## config.mk

```make
export PLATFORM = sky130hd
export DESIGN_NAME = tt_um_mrmola
export DESIGN_NICKNAME = d
export VERILOG_FILES = /design/src/rtl/mrmola_pkg.sv /design/src/rtl/blinker.sv /design/src/rtl/counter.sv /design/src/rtl/tt_um_mrmola.sv
export SDC_FILE = /design/constraint.sdc
export NUM_CORES = 1
export LEC_CHECK = 0
export CORE_MARGIN = 2
export CORE_UTILIZATION = 36
export CTS_CLUSTER_SIZE = 24
export DETAILED_ROUTE_END_ITERATION = 10
export GPL_TIMING_DRIVEN = 0
export PLACE_DENSITY = 0.83
export SLEW_MARGIN = 10
export SYNTH_ARGS = -nofsm -noshare
export SYNTH_HDL_FRONTEND = slang
export SYNTH_SLANG_ARGS = --single-unit
```

## constraint.sdc

```tcl
create_clock -name clk -period 1.2 [get_ports clk]
set_input_delay 0.24 -clock clk [delete_from_list [all_inputs] [get_ports clk]]
set_output_delay 0.24 -clock clk [all_outputs]
set_load 0.005 [all_outputs]
```

## src/rtl/mrmola_pkg.sv

```systemverilog
// mrmola_pkg: shared widths and constants for the counter/blinker top
package mrmola_pkg;
    localparam int COUNT_W = 16;
    localparam int BLINK_BIT = 15;
    localparam logic [7:0] UIO_OE_ALL = 8'hFF;
endpackage

```

## src/rtl/blinker.sv

```systemverilog
// blinker: registers one counter bit; no reset, defined after the first edge
module blinker
    import mrmola_pkg::*;
(
    input  logic               clk,
    input  logic [COUNT_W-1:0] currentCount,
    output logic               blink_wire
);
    logic blink_d, blink_q;
    logic unused_count;

    always_comb blink_d = currentCount[BLINK_BIT];

    always_ff @(posedge clk) blink_q <= blink_d;

    assign blink_wire = blink_q;
    assign unused_count = &{1'b0, currentCount};
endmodule

```

## src/rtl/counter.sv

```systemverilog
// counter: free-running wrap-around up-counter, cleared asynchronously by rst_n
module counter
    import mrmola_pkg::*;
(
    input  logic               clk,
    input  logic               rst_n,
    output logic [COUNT_W-1:0] currentCount
);
    logic [COUNT_W-1:0] count_d, count_q;

    always_comb count_d = count_q + COUNT_W'(1);

    always_ff @(posedge clk or negedge rst_n) begin
        if (!rst_n) count_q <= '0;
        else        count_q <= count_d;
    end

    assign currentCount = count_q;
endmodule

```

## src/rtl/tt_um_mrmola.sv

```systemverilog
// tt_um_mrmola: Tiny Tapeout top exposing a 16-bit count and its registered blink bit
module tt_um_mrmola
    import mrmola_pkg::*;
(
    input  logic       clk,
    input  logic       rst_n,
    input  logic       ena,
    input  logic [7:0] ui_in,
    input  logic [7:0] uio_in,
    output logic [7:0] uo_out,
    output logic [7:0] uio_out,
    output logic [7:0] uio_oe
);
    logic [COUNT_W-1:0] current_count;
    logic               blink;
    logic               unused_in;

    counter u_counter (
        .clk          (clk),
        .rst_n        (rst_n),
        .currentCount (current_count)
    );

    blinker u_blinker (
        .clk          (clk),
        .currentCount (current_count),
        .blink_wire   (blink)
    );

    assign uo_out    = {current_count[15:9], blink};
    assign uio_out   = current_count[7:0];
    assign uio_oe    = UIO_OE_ALL;
    // count bit 8 has no pin
    assign unused_in = &{1'b0, ena, ui_in, uio_in, current_count[8]};
endmodule

```

======== Yosys cells after proc, flatten, opt, wreduce, memory -nomap -nowiden ========
Index checks and enable logic that the tools add are counted.
operators by class
  order comparisons ....................... 0
  bitwise operators ....................... 0
  shift-type cells ........................ 0
  divide/modulo/power cells ............... 0
  add/sub/neg operators ................... 1
  eq/ne operators ......................... 0
  reductions and logical operators ........ 0
  mux-type cells .......................... 0
  multiply operators ...................... 0
operator list
  kind                                                              count
  16-bit by 1-bit adder with 16-bit output (second input constant)  1
word-level totals
  latch bits .............................. 0
  flip-flop bits (word level) ............. 17
  memory bits (writable) .................. 0
  bits of input ports ..................... 19
  memories ................................ 0
  bits in read-only memories .............. 0

======== Depth between registers and ports, before layout ========
  word-level depth ........................ 1
  depth in mapped cells ................... 4
  depth with buffers taken out ............ 4

======== Hierarchy ========
From an unflattened synthesis, not the netlist that was laid out.
second synthesis, totals
  cells, all modules ...................... 68
  area, all modules ....................... 793.3 µm²
modules (own cells, without submodules)
  module        area an instance (µm²)  instances  seq. area each (µm²)  cells each
  counter       701.9                   1          400.4                 57
  tt_um_mrmola  71.3                    1          0.0                   10
  blinker       20.0                    1          20.0                  1

======== Worst setup path before layout ========
OpenSTA, ideal clock, no wires.
  kind .................................... flip-flop to flip-flop
  from .................................... register u_counter.count_q[0], in the netlist u_counter.currentCount[0]
  to ...................................... register u_counter.count_q[10], in the netlist u_counter.currentCount[10]
  slack ................................... -0.045 ns
  setup time .............................. 0.079 ns
  cell stages (with the launch flop) ...... 5
  arrival time ............................ 1.166 ns
  cell sequence ........................... dfrtp_1 -> ha_1 -> nand4_1 -> nor3_1 -> xor2_1
on the way
  longest elaborated chain between the ends .. 1
RTL lines
  what                                      line           text
  from (decl)                               counter.sv:9   logic [COUNT_W-1:0] count_d, count_q;
  from (signal assigned)                    counter.sv:15  else count_q <= count_d;
  16-bit by 1-bit adder with 16-bit output  counter.sv:11  always_comb count_d = count_q + COUNT_W'(1);
  net u_counter.count_d[10]                 counter.sv:9
The timed path passes the listed nets, and every way through them passes these cells.

======== Worst setup path after layout ========
  from .................................... register u_counter.count_q[1], in the netlist u_counter.currentCount[1]
  to ...................................... register u_counter.count_q[12], in the netlist u_counter.currentCount[12]
Same word-level chain as after synthesis.

==> summary.txt <==
Full die area = 0.00292 mm2
Synth-to-layout area growth = 65.8%
Min-delay worst type = primary input to asynchronous set/reset pin
Setup Skew = 0.0108 ns
Setup CP Type = register to register
Vias/cell = 4.16
Initial core utilization = 37.0%
Clock Sinks = 17
Worst vdd ir = 407 uV
Prevailing post-synth register cell = dfrtp_1
Leakage power = 0.779 nW
Post-synth cell types = 15
Tot GR Track Use = 14.5%
Crit share post-route = 115%
Rows = 18
Root Driver = clkbuf_4
Pwr dens = 611 mW/mm2
EDFF count, synth = 0
Routed len/inst = 11.5 um
Slew margin rel. = 50.9%
Antenna Cells = 0
Busiest layer in global routing = met2
Status = finished, violations left
Initial antenna violation count = 0
Worst setup margin = -0.185 ns
Most common cell in the synthesized netlist = buf_4
Max-cap viol count = 0
CORE AREA = 0.00243 mm2
Asr flop ratio synth = 94.1%
Post-DRT Antenna Nets = 0
Critical R2R Capture = u_counter.currentCount[12]
Inserted Clock Buffers = 3
Most frequent cells after synthesis = buf_4, dfrtp_1, xor2_1
Die Y = 54.0 um
H-tree Lvls = 1
Port-buffer cells = 17
Crit path buffers/inverters = 2
Utilization after layout = 61.4%
Final hold vios = 0
Synthesis Warnings = 0
Seq cells post-synth = 17
Worst EP required = 1.41 ns
Max FO, Critical Path = 4
FMAX = 0.722 GHz
Failing checks = negative setup slack
TritonCTS clock tree = done
CTS Hold Buffers Added = 0
Met2 Use GR = 29.1%
Layout cells sized above 1 = 62.6%
Syn Inst Count = 84
Number of I/O pins = 43
Tightest Pin Transition = 0.734 ns
Top cell type by total area after synthesis = dfrtp_1
Clock transition at path regs = 0.11 ns
Global-route wire length before repair = 3040 um
Pin count of the biggest net entering global routing = 17
Crit-path slowest cell = dfrtp_1
Final Hold Slack = 0.377 ns
Synth top area share = 44.4%
Fin nets = 160
Synth area leaders = dfrtp_1, buf_4, xor2_1, nor4_2, xnor2_1
R2R Setup Slk = -0.18 ns
Slowest Stage Delay on Critical Path = 0.38 ns
Vias in the first global route = 716
Cells along the critical path = buf_6 -> ha_4 -> nand4_1 -> buf_4 -> nor3_4 -> xnor2_1
Crit path launch type = register
GR Util met1 = 14.4%
R2r worst-path depth = 6
Post-Syn Area = 901 um2
DP Worst Slack = -0.123 ns
RSZ-0062 raised after global routing = yes
Total power = 913 uW
Post-synthesis sequential area ratio = 46.7%
CP Capture Type = register
DRT Pass-1 Iters = 2
Clock Path Buffers = 2
Iter 0 DRT Violations = 1
Top delay family on crit path = flip-flops
Met3 Use GR = 2.78%
Mean post-synth cell area = 10.7 um2
Final Setup Violations = 6
Crit path time final = 1.38 ns
DRC viols = 0
Post-Route WL = 1950 um
Total gr overflow = 0
Die W = 54.0 um
Clk_lat worst skew = 0.29 ns
Dpl hpwl = 1050 um
Via Count = 703
Worst endpoint data arrival time = 1.59 ns
Reg-to-Reg Start = u_counter.currentCount[1]
Gpl congestion = 0.781
Post-route setup TNS = -0.836 ns
Slew Limit Fails = 0
[power by group]
part / leakage (nW) / total [mW] / internal, mW / switching, mW
clock network: 0.0177 / 0.303 / 0.124 / 0.179
registers: 0.214 / 0.572 / 0.572 / 0
logic: 0.548 / 0.0385 / 0.0191 / 0.0194
[how the worst max path moves through the flow]
stage               slack [ns]                      start  depth (start not counted)                         end
floorplan                0.003  u_counter.currentCount[0]                          4  u_counter.currentCount[14]
global placement         -0.13  u_counter.currentCount[2]                          2                  uio_out[2]
detailed placement       -0.12  u_counter.currentCount[0]                          4  u_counter.currentCount[14]
CTS                      -0.13  u_counter.currentCount[1]                          5  u_counter.currentCount[14]
global route             -0.27  u_counter.currentCount[1]                          6  u_counter.currentCount[10]
finish                   -0.18  u_counter.currentCount[1]                          6  u_counter.currentCount[12]
[final cells by class]
| type | count | area, um2 |
|---|---|---|
| timing repair buffer | 46 | 394 |
| sequential | 17 | 424 |
| multi-input combinational | 47 | 412 |
| inverter | 3 | 11.3 |
| tap | 30 | 37.5 |
| clock inverter | 1 | 5.00 |
| buffer | 22 | 188 |
| clock buffer | 3 | 22.5 |
| fill | 212 | 938 |
[stage by stage]
step	cell area, um2	instances
final	1490	169
after global routing	1490	169
after CTS	1330	165
after detailed placement	1140	138
after global placement	1140	138
after floorplan	935	91
[what timing repair did]
item	in CTS	in global routing
pin swaps	11	13
gates cloned	0	0
resized for setup	72	26
buffers inserted	23	6
endpoints found under the setup margin	22	21
[sequential cells by signal, indices dropped and copies added (netlist names)]
register / count
u_counter.currentCount: 16
u_blinker.blink_wire: 1
[layer usage]
layer / share of wire (%) / wire length [um] / vias up
li1: - / - / 350
met1: 40 / 780 / 334
met2: 55 / 1070 / 17
met3: 4.4 / 86 / 2
met4: 0.51 / 10 / 0
met5: 0 / 0 / -
[placed cells by master (no fill, tap or decap), drive strengths merged]
| cell | count |
|---|---|
| buf | 66 |
| dfrtp | 16 |
| xor2 | 10 |
| conb | 8 |
| nand3 | 5 |
| nand2 | 4 |
| xnor2 | 4 |
| nor3 | 4 |
| nand4 | 4 |
| nor2 | 4 |
| inv | 3 |
| clkbuf | 3 |
| nor4 | 3 |
| ha | 1 |
| clkinv | 1 |
| clkdlybuf4s50 | 1 |
| clkdlybuf4s15 | 1 |
| dfxtp | 1 |
[logic make-up after synthesis]
| group | Yosys count | share of synthesized area (%) |
|---|---|---|
| xor+xnor | 14 | 13.6 |
| fa+ha+maj | 1 | 1.39 |
| buf+inv | 27 | 21.2 |
| flops | 17 | 46.7 |
| other cells | 1 | 0.416 |
| simple gates | 24 | 16.7 |
Note: power is estimated with default switching activity, not from simulation.
